File: config.mk
export PLATFORM = sky130hd
export DESIGN_NAME = dcache_controller
export DESIGN_NICKNAME = d
export VERILOG_FILES = /design/src/rtl/dcache_pkg.sv /design/src/rtl/dcache_line_ram.sv /design/src/rtl/dcache_controller.sv
export SDC_FILE = /design/constraint.sdc
export NUM_CORES = 2
export LEC_CHECK = 0
export ABC_AREA = 1
export CAP_MARGIN = 20
export CORE_ASPECT_RATIO = 0.75
export CORE_MARGIN = 4
export CORE_UTILIZATION = 50
export DETAILED_ROUTE_END_ITERATION = 8
export PLACE_DENSITY = 0.77
export SYNTH_ARGS = -nofsm -noshare
export SYNTH_HDL_FRONTEND = slang
export SYNTH_SLANG_ARGS = --single-unit
File: constraint.sdc
create_clock -name clk -period 4.8 [get_ports clk]
set_clock_uncertainty 0.05 [all_clocks]
set_input_delay 1.44 -clock clk [delete_from_list [all_inputs] [get_ports clk]]
set_output_delay 1.44 -clock clk [all_outputs]
set_load 0.03 [all_outputs]
File: src/rtl/dcache_pkg.sv
// Shared types and constants for the direct-mapped write-through data cache.
package dcache_pkg;
  localparam int SRAM_ADDR_W     = 18;
  localparam int DATA_W          = 16;
  localparam int DEF_INDEX_BITS  = 6;
  localparam int DEF_SRAM_WAIT   = 2;

  typedef enum logic [1:0] {
    IDLE = 2'd0,
    RD   = 2'd1,
    WR   = 2'd2,
    DONE = 2'd3
  } state_e;
endpackage

File: src/rtl/dcache_line_ram.sv
// Valid/tag/data line storage: asynchronous read port, synchronous write port,
// valid bits cleared synchronously on rst (a write in the rst cycle is dropped).
module dcache_line_ram
  import dcache_pkg::*;
#(
  parameter int INDEX_BITS = DEF_INDEX_BITS,
  parameter int TAG_W      = SRAM_ADDR_W - DEF_INDEX_BITS
) (
  input  logic                  clk,
  input  logic                  rst,
  input  logic [INDEX_BITS-1:0] rd_index,
  output logic                  rd_valid,
  output logic [TAG_W-1:0]      rd_tag,
  output logic [DATA_W-1:0]     rd_data,
  input  logic                  wr_en,
  input  logic [INDEX_BITS-1:0] wr_index,
  input  logic [TAG_W-1:0]      wr_tag,
  input  logic [DATA_W-1:0]     wr_data
);
  localparam int LINES = 1 << INDEX_BITS;

  logic [LINES-1:0]  valid_q, valid_d;
  logic [TAG_W-1:0]  tag_q  [LINES];
  logic [DATA_W-1:0] data_q [LINES];

  always_comb begin
    valid_d = valid_q;
    if (wr_en) valid_d[wr_index] = 1'b1;
  end

  always_ff @(posedge clk) begin
    if (rst) begin
      valid_q <= '0;
    end else begin
      valid_q <= valid_d;
      if (wr_en) begin
        tag_q[wr_index]  <= wr_tag;
        data_q[wr_index] <= wr_data;
      end
    end
  end

  assign rd_valid = valid_q[rd_index];
  assign rd_tag   = tag_q[rd_index];
  assign rd_data  = data_q[rd_index];
endmodule

File: src/rtl/dcache_controller.sv
// Direct-mapped, write-through, no-write-allocate data cache in front of the
// SRAM controller. Optional read hit/miss counters under DCACHE_STATS_EN.
module dcache_controller
  import dcache_pkg::*;
#(
  parameter int INDEX_BITS = DEF_INDEX_BITS,
  parameter int SRAM_WAIT  = DEF_SRAM_WAIT
) (
  input  logic                   clk,
  input  logic                   rst,
  input  logic                   mem_rd,
  input  logic                   mem_wr,
  input  logic [SRAM_ADDR_W-1:0] mem_addr,
  input  logic [DATA_W-1:0]      mem_wdata,
  output logic [DATA_W-1:0]      mem_rdata,
  output logic                   stall,
  output logic [SRAM_ADDR_W-1:0] sram_address,
  output logic [DATA_W-1:0]      sram_write_data,
  output logic                   sram_we,
  input  logic [DATA_W-1:0]      sram_read_data
`ifdef DCACHE_STATS_EN
  ,
  output logic [15:0]            hit_count,
  output logic [15:0]            miss_count
`endif
);
  localparam int TAG_W = SRAM_ADDR_W - INDEX_BITS;
  localparam int CNT_W = $clog2(SRAM_WAIT + 2);

  state_e                 state_q, state_d;
  logic [CNT_W-1:0]       cnt_q, cnt_d;
  logic [SRAM_ADDR_W-1:0] addr_q, addr_d;
  logic [DATA_W-1:0]      wdata_q, wdata_d;
  logic                   we_q, we_d;
  logic [DATA_W-1:0]      result_q, result_d;
  logic                   rd_op_q, rd_op_d;

  logic                   line_valid;
  logic [TAG_W-1:0]       line_tag;
  logic [DATA_W-1:0]      line_data;
  logic                   hit;
  logic                   ram_we;
  logic [INDEX_BITS-1:0]  ram_index;
  logic [TAG_W-1:0]       ram_tag;
  logic [DATA_W-1:0]      ram_data;

  assign hit = line_valid && (line_tag == mem_addr[SRAM_ADDR_W-1:INDEX_BITS]);

  dcache_line_ram #(
    .INDEX_BITS (INDEX_BITS),
    .TAG_W      (TAG_W)
  ) u_line_ram (
    .clk      (clk),
    .rst      (rst),
    .rd_index (mem_addr[INDEX_BITS-1:0]),
    .rd_valid (line_valid),
    .rd_tag   (line_tag),
    .rd_data  (line_data),
    .wr_en    (ram_we),
    .wr_index (ram_index),
    .wr_tag   (ram_tag),
    .wr_data  (ram_data)
  );

  always_comb begin
    state_d   = state_q;
    cnt_d     = cnt_q;
    addr_d    = addr_q;
    wdata_d   = wdata_q;
    we_d      = we_q;
    result_d  = result_q;
    rd_op_d   = rd_op_q;
    stall     = 1'b0;
    mem_rdata = '0;
    ram_we    = 1'b0;
    ram_index = mem_addr[INDEX_BITS-1:0];
    ram_tag   = mem_addr[SRAM_ADDR_W-1:INDEX_BITS];
    ram_data  = mem_wdata;
    unique case (state_q)
      IDLE: begin
        if (mem_wr) begin
          // Write-through: a hit refreshes the line now; a miss leaves it alone.
          stall   = 1'b1;
          ram_we  = hit;
          addr_d  = mem_addr;
          wdata_d = mem_wdata;
          we_d    = 1'b1;
          cnt_d   = '0;
          rd_op_d = 1'b0;
          state_d = WR;
        end else if (mem_rd) begin
          if (hit) begin
            mem_rdata = line_data;
          end else begin
            stall   = 1'b1;
            addr_d  = mem_addr;
            we_d    = 1'b0;
            cnt_d   = '0;
            rd_op_d = 1'b1;
            state_d = RD;
          end
        end
      end
      RD: begin
        stall = 1'b1;
        cnt_d = cnt_q + 1'b1;
        if (cnt_q == CNT_W'(SRAM_WAIT)) begin
          ram_we    = 1'b1;
          ram_index = addr_q[INDEX_BITS-1:0];
          ram_tag   = addr_q[SRAM_ADDR_W-1:INDEX_BITS];
          ram_data  = sram_read_data;
          result_d  = sram_read_data;
          state_d   = DONE;
        end
      end
      WR: begin
        stall = 1'b1;
        cnt_d = cnt_q + 1'b1;
        if (cnt_q == CNT_W'(SRAM_WAIT)) begin
          we_d    = 1'b0;
          state_d = DONE;
        end
      end
      DONE: begin
        mem_rdata = rd_op_q ? result_q : '0;
        state_d   = IDLE;
      end
      default: state_d = IDLE;
    endcase
  end

  always_ff @(posedge clk) begin
    if (rst) begin
      state_q  <= IDLE;
      cnt_q    <= '0;
      addr_q   <= '0;
      wdata_q  <= '0;
      we_q     <= 1'b0;
      result_q <= '0;
      rd_op_q  <= 1'b0;
    end else begin
      state_q  <= state_d;
      cnt_q    <= cnt_d;
      addr_q   <= addr_d;
      wdata_q  <= wdata_d;
      we_q     <= we_d;
      result_q <= result_d;
      rd_op_q  <= rd_op_d;
    end
  end

  assign sram_address    = addr_q;
  assign sram_write_data = wdata_q;
  assign sram_we         = we_q;

`ifdef DCACHE_STATS_EN
  logic [15:0] hit_q, hit_d, miss_q, miss_d;

  // A read is counted only in its first (IDLE) cycle; both counters saturate.
  always_comb begin
    hit_d  = hit_q;
    miss_d = miss_q;
    if (state_q == IDLE && mem_rd && !mem_wr) begin
      if (hit && hit_q != '1)        hit_d  = hit_q + 16'd1;
      else if (!hit && miss_q != '1) miss_d = miss_q + 16'd1;
    end
  end

  always_ff @(posedge clk) begin
    if (rst) begin
      hit_q  <= '0;
      miss_q <= '0;
    end else begin
      hit_q  <= hit_d;
      miss_q <= miss_d;
    end
  end

  assign hit_count  = hit_q;
  assign miss_count = miss_q;
`endif
endmodule

* Yosys cells after proc, flatten, opt, wreduce, memory -nomap -nowiden
Memory sizes are Yosys's and may differ from the RTL's. Cells that the tools add are included. W data, S select, Z words.
Operators by class: $add $sub $neg 1, $mul 0, div/mod/pow operators 0, magnitude comparators 3, equal/unequal tests 10, shift operators 0, multiplexer cells 45, bitwise operators 1, reductions and logical operators 13
Operators by type and width (count):
- $mux W16 | 6
- $or A64 B64 Y64 | 1
- $mux W18 | 3
- $pmux W16 S2 | 1
- $mux W12 | 2
- $mux W1 | 17
- $lt A6 B7 Y1 const B | 2
- $mux W2 | 7
- $eq A12 B12 Y1 | 1
- $mux W6 | 2
- $reduce_and A3 Y1 | 3
- $bmux W1 S6 | 1
- $demux W1 S6 | 1
- $eq A2 B2 Y1 const B | 3
- $ge A6 B1 Y1 const B | 1
- $ne A3 B3 Y1 const B | 2
- $pmux W1 S2 | 3
- $pmux W2 S3 | 1
- $reduce_bool A2 Y1 | 3
- $ne A2 B2 Y1 const B | 2
- $pmux W2 S2 | 1
- $reduce_and A2 Y1 | 2
- $reduce_and A4 Y1 | 1
- $add A2 B1 Y2 const B | 1
- 5 further kinds | 6
Storage, ports and cells: bits in registers 120, latch bits 0, bits in writable memories 1792, ROM bits 0, input port bits 54, output and inout bits 52, logic and storage cells 83, memories kept 2
Memories:
- u_line_ram.data_q | words 64, width 16, rd ports 1, clocked after Yosys merged registers in 0, write ports 1, line dcache_line_ram.sv:24 | logic [DATA_W-1:0] data_q [LINES];
- u_line_ram.tag_q | words 64, width 12, rd ports 1, clocked after Yosys merged registers in 0, write ports 1, line dcache_line_ram.sv:23 | logic [TAG_W-1:0] tag_q [LINES];

* Longest topological paths before layout
depth after elaboration 8, depth in mapped cells 24, mapped depth without buffers 20

* Cells and area by module
A second synthesis with hierarchy kept.
Second synthesis, totals: cell total of the unflattened synthesis 6924, area, all modules 77989.8 µm²
Modules (own cells, without submodules):
- dcache_line_ram | instances 1, cells an instance 6427, area each 74961.9 µm², sequential area each 55092.8 µm²
- dcache_controller | instances 1, cells an instance 497, area each 3027.9 µm², sequential area each 1121.1 µm²

* Worst setup path before layout
No wires, ideal clock.
path kind in2out, start point input mem_addr[0], end point output mem_rdata[2], arrival 3825 ps, data required time 3310 ps, setup slack -515 ps, cell stages on the path 14, buffers on the path 6, cells stage by stage buf_2 -> inv_4 -> buf_4 -> buf_2 -> buf_2 -> buf_2 -> clkbuf_1 -> nand2_1 -> a32o_1 -> o21ai_0 -> o32ai_1 -> o211ai_1 -> nand3_1 -> a21oi_1
On the way: word-level cells in the longest chain between the ends 7, elaborated cells on any way between the ends 10, classes of those cells 1 x eq/ne; 6 x mux; 1 x reduce/logical; 2 x memory
RTL lines:
- start: declaration | line dcache_controller.sv:13 | input logic [SRAM_ADDR_W-1:0] mem_addr,
- $mem_v2 Z64 W12 / $bmux W1 S6 (equally long branches)
- $eq A12 B12 Y1 / $mux W1 (equally long branches) | line dcache_controller.sv:47, dcache_line_ram.sv:43
- $logic_and A1 B1 Y1 | line dcache_controller.sv:47 | assign hit = line_valid && (line_tag == mem_addr[SRAM_ADDR_W-1:INDEX_BITS]);
- $mux W16 (*) | line dcache_controller.sv:92 | if (hit) begin
- $mux W16 (*) | line dcache_controller.sv:91 | end else if (mem_rd) begin
- $mux W16 (*) | line dcache_controller.sv:81 | if (mem_wr) begin
- $pmux W16 S2 (*) | line dcache_controller.sv:79 | unique case (state_q)
- end: declaration | line dcache_controller.sv:15 | output logic [DATA_W-1:0] mem_rdata,
Mark *: on every way between the ends. The rest lies on a longest branch, timed or not. The select of a mux whose other input is x is not followed.

* Worst setup path after layout
start point input mem_addr[0], end point output mem_rdata[5]
Same word-level chain as after synthesis.

==> metrics <==
Critical Path Sink Type=output pin; P&R area growth vs syn=20.6%; largest net degree at the start of global routing=223; setup TNS=-17.95 ns; critical path's slowest cell=nor2_4; Starting Density=0.504; worst hold margin=0.405 ns; Synth area leader=edfxtp_1; final hold violations=0; HP Class=reg -> reg; die area=0.160 sq mm; Pleak=0.0318 uW; Final nets=6,682; WL/cell=26.4 microns; WP data arrival=4.41 ns; Bufs on Longest Clock Path=3; vias in the first global route=53,906; min cycle time layout=5.90 ns; crit path buf inv count=6; synth top area cells=edfxtp_1, nand2_1, nand3_1; crit-path cells=buf_16 > buf_12 > buf_8 > buf_6 > nand2_1 > nand3_1 > nand3_2 > nand2_1 > nand2_2 > nand3_2 > nand3_2 > nand3_1 > nand2_1 > nor2_1 > nand2_2 > nor2_4 > nand2_8 > nor2_4 > buf_12 > nand3_1 > a21oi_4 > buf_12; RSZ-0062 raised after global routing=true; fmax=0.169 GHz; Final GP Congestion=0.911; pins over their slew limit=0; crit-path max FO=7; total track usage=0.279; ys async rst share=0; via count=55,952; antenna violations before repair=2; CTS sink count=1,912; Hold Buf Count CTS=0; worst skew pair latency=0.81 ns; #FFs+latches synth=1,912; via/cell ratio=6.38; global route total overflow=0; power per standard cell area=392 mW/mm^2; Reg clk slew, reported paths=0.06 ns; final wirelength=232 mm; CTS Buf Count=166; worst setup margin=-1.10 ns; Final setup viols=17; HPWL Detailed=128 mm; Post-Syn Area=0.0767 sq mm; Yosys warnings=0; H-Tree Depth=4; CTS tree=built; row cnt=124; syn avg cell area=12.2 sq um; antenna violation net count after detailed routing=0; WP data required=3.31 ns; first-pass GRT wire length=338 mm; Port Buf Inserts=105; failing checks=negative setup slack; Syn Nets=6,338; share of layout cells above drive strength 1=0.148; MaxCap Viol Count=0; CTS Root Buffer Type=clkbuf_16; Final Cycle Share=1.23; Mapped Cells=6,278; CP Launch Type=input pin; crit-path leading delay family=simple AND/OR/NAND/NOR gates; sequential element share of the synthesized area=0.733; die height=347 microns; Worst path max stage delay=0.23 ns; worst slew pin tran=1.05 ns; pre-CTS setup slack=-1.31 ns; core area=0.152 sq mm; relative slew slack=0.295; Boundary Pins=106; Initial DRT Pass Iterations=8; Peak VDD IR=0.000378 V; share of the synthesized area in the top cell type=0.701; Post-synth EDFFs=1,792; Main synth FF type=edfxtp_1; synth unique cells=35; path type of the worst setup path=in -> out; Die Width=460 microns; status=complete, but fails checks; # DRC=0; Starting DRT DRC Count=9,585
path summary, 6_finish.rpt:
kind	from	end	slack (ns)	cells past startpoint
worst max-delay path	mem_addr[0]	mem_rdata[5]	-1.10	22
worst min-delay path	u_line_ram.valid_q[45]$_SDFFE_PP0P_	u_line_ram.valid_q[45]$_SDFFE_PP0P_	0.41	2
worst max register to register	u_line_ram.tag_q[11][11]$_DFFE_PP_	u_line_ram.tag_q[4][4]$_DFFE_PP_	1.16	21
worst min register to register	u_line_ram.valid_q[45]$_SDFFE_PP0P_	u_line_ram.valid_q[45]$_SDFFE_PP0P_	0.41	2
area by class of cell:
| cell class | instances | area [sq um] |
|---|---|---|
| tap | 2016 | 2520 |
| inverter | 52 | 249 |
| clock buffer | 205 | 4390 |
| timing repair inverter | 2 | 32.5 |
| multi-input combinational | 3869 | 19700 |
| clock inverter | 95 | 880 |
| fill | 10670 | 59800 |
| sequential | 1912 | 56200 |
| timing repair buffer | 619 | 8530 |
| antenna | 1 | 2.50 |
logic make-up after synthesis:
logic type | share of synthesized area
buffers and inverters | 0.0293
adder cells (fa/ha/maj) | 0.000979
AND/OR/NAND/NOR | 0.154
AO/OA/AOI/OAI | 0.0835
flip-flops | 0.733
power breakdown:
group	switching, uW	total, uW	internal, uW	leakage (uW)
Combinational	2850	4110	1260	0.0121
Sequential	87.5	18800	18700	0.0171
Clock	6080	13400	7310	0.00257
Total	9020	36300	27300	0.0318
through the flow:
| step | instances | util | total power (uW) | instance area, sq um |
|---|---|---|---|---|
| after global routing | 8770 | 0.607 | 37300 | 92500 |
| after floorplan | 6278 | - | 21400 | 77400 |
| final | 8771 | 0.607 | 36300 | 92500 |
| after global placement | 8411 | 0.558 | 22800 | 85100 |
| after CTS | 8748 | 0.603 | 36100 | 91900 |
| after detailed placement | 8411 | 0.558 | 22900 | 85100 |
worst reg2reg max path: cells and delay by family, from the launching register on:
family | cells | cell delay (ns)
and+or+nand+nor | 17 | 2.08
buffers and inverters | 4 | 0.75
DFF | 1 | 0.41
Yosys cell counts, types with 2 or more instances:
| library cell | n |
|---|---|
| nand2_1 | 1919 |
| edfxtp_1 | 1792 |
| nand3_1 | 748 |
| a21oi_1 | 426 |
| clkbuf_1 | 228 |
| o21ai_0 | 215 |
| nor2_1 | 167 |
| a32o_1 | 127 |
| a221oi_1 | 122 |
| dfxtp_1 | 120 |
| buf_2 | 118 |
| buf_1 | 54 |
| o221ai_1 | 54 |
| inv_1 | 45 |
| buf_4 | 28 |
| o21ai_1 | 24 |
| buf_6 | 17 |
| nor2_2 | 17 |
| o22ai_1 | 12 |
| o211ai_1 | 9 |
| a221o_1 | 6 |
| ha_1 | 6 |
| nand3_2 | 5 |
| o32ai_1 | 4 |
| clkinv_1 | 3 |
| inv_2 | 2 |
| nand2_4 | 2 |
sequential cells by signal (all words and copies together) (netlist names):
| signal | flops |
|---|---|
| result_q | 16 |
| u_line_ram.tag_q | 768 |
| sram_address | 18 |
| sram_we | 1 |
| cnt_q | 2 |
| u_line_ram.valid_q | 64 |
| u_line_ram.data_q | 1024 |
| state_q | 2 |
| rd_op_q | 1 |
| sram_write_data | 16 |
cells in the final DEF, fill, tap and decap left out, drive strengths merged, types with 4 or more instances in the layout:
cell,count
o21ai,239
o22ai,12
a221oi,122
clkinvlp,4
a221o,6
o221ai,54
a21oi,426
a32o,127
clkinv,74
nand3,753
inv,56
edfxtp,1792
dfxtp,120
bufbuf,11
o211ai,9
nor2,185
nand2,1922
o32ai,4
buf,521
bufinv,15
clkdlybuf4s50,82
clkbuf,210
ha,6
per-layer routing:
layer	track usage	wire length, microns	up-vias
li1	-	-	23551
met1	0.388	83800	26967
met2	0.420	104000	4745
met3	0.0664	33800	687
met4	0.123	9810	2
met5	0	17	-
what timing repair did:
item                                    4_1_cts  5_1_grt
buffers inserted                             14        3
cloned                                       23        5
pin swaps                                    48       15
gates resized for setup                     165       46
endpoints found under the setup margin       17       17
Power figures use the tool's default switching activity.
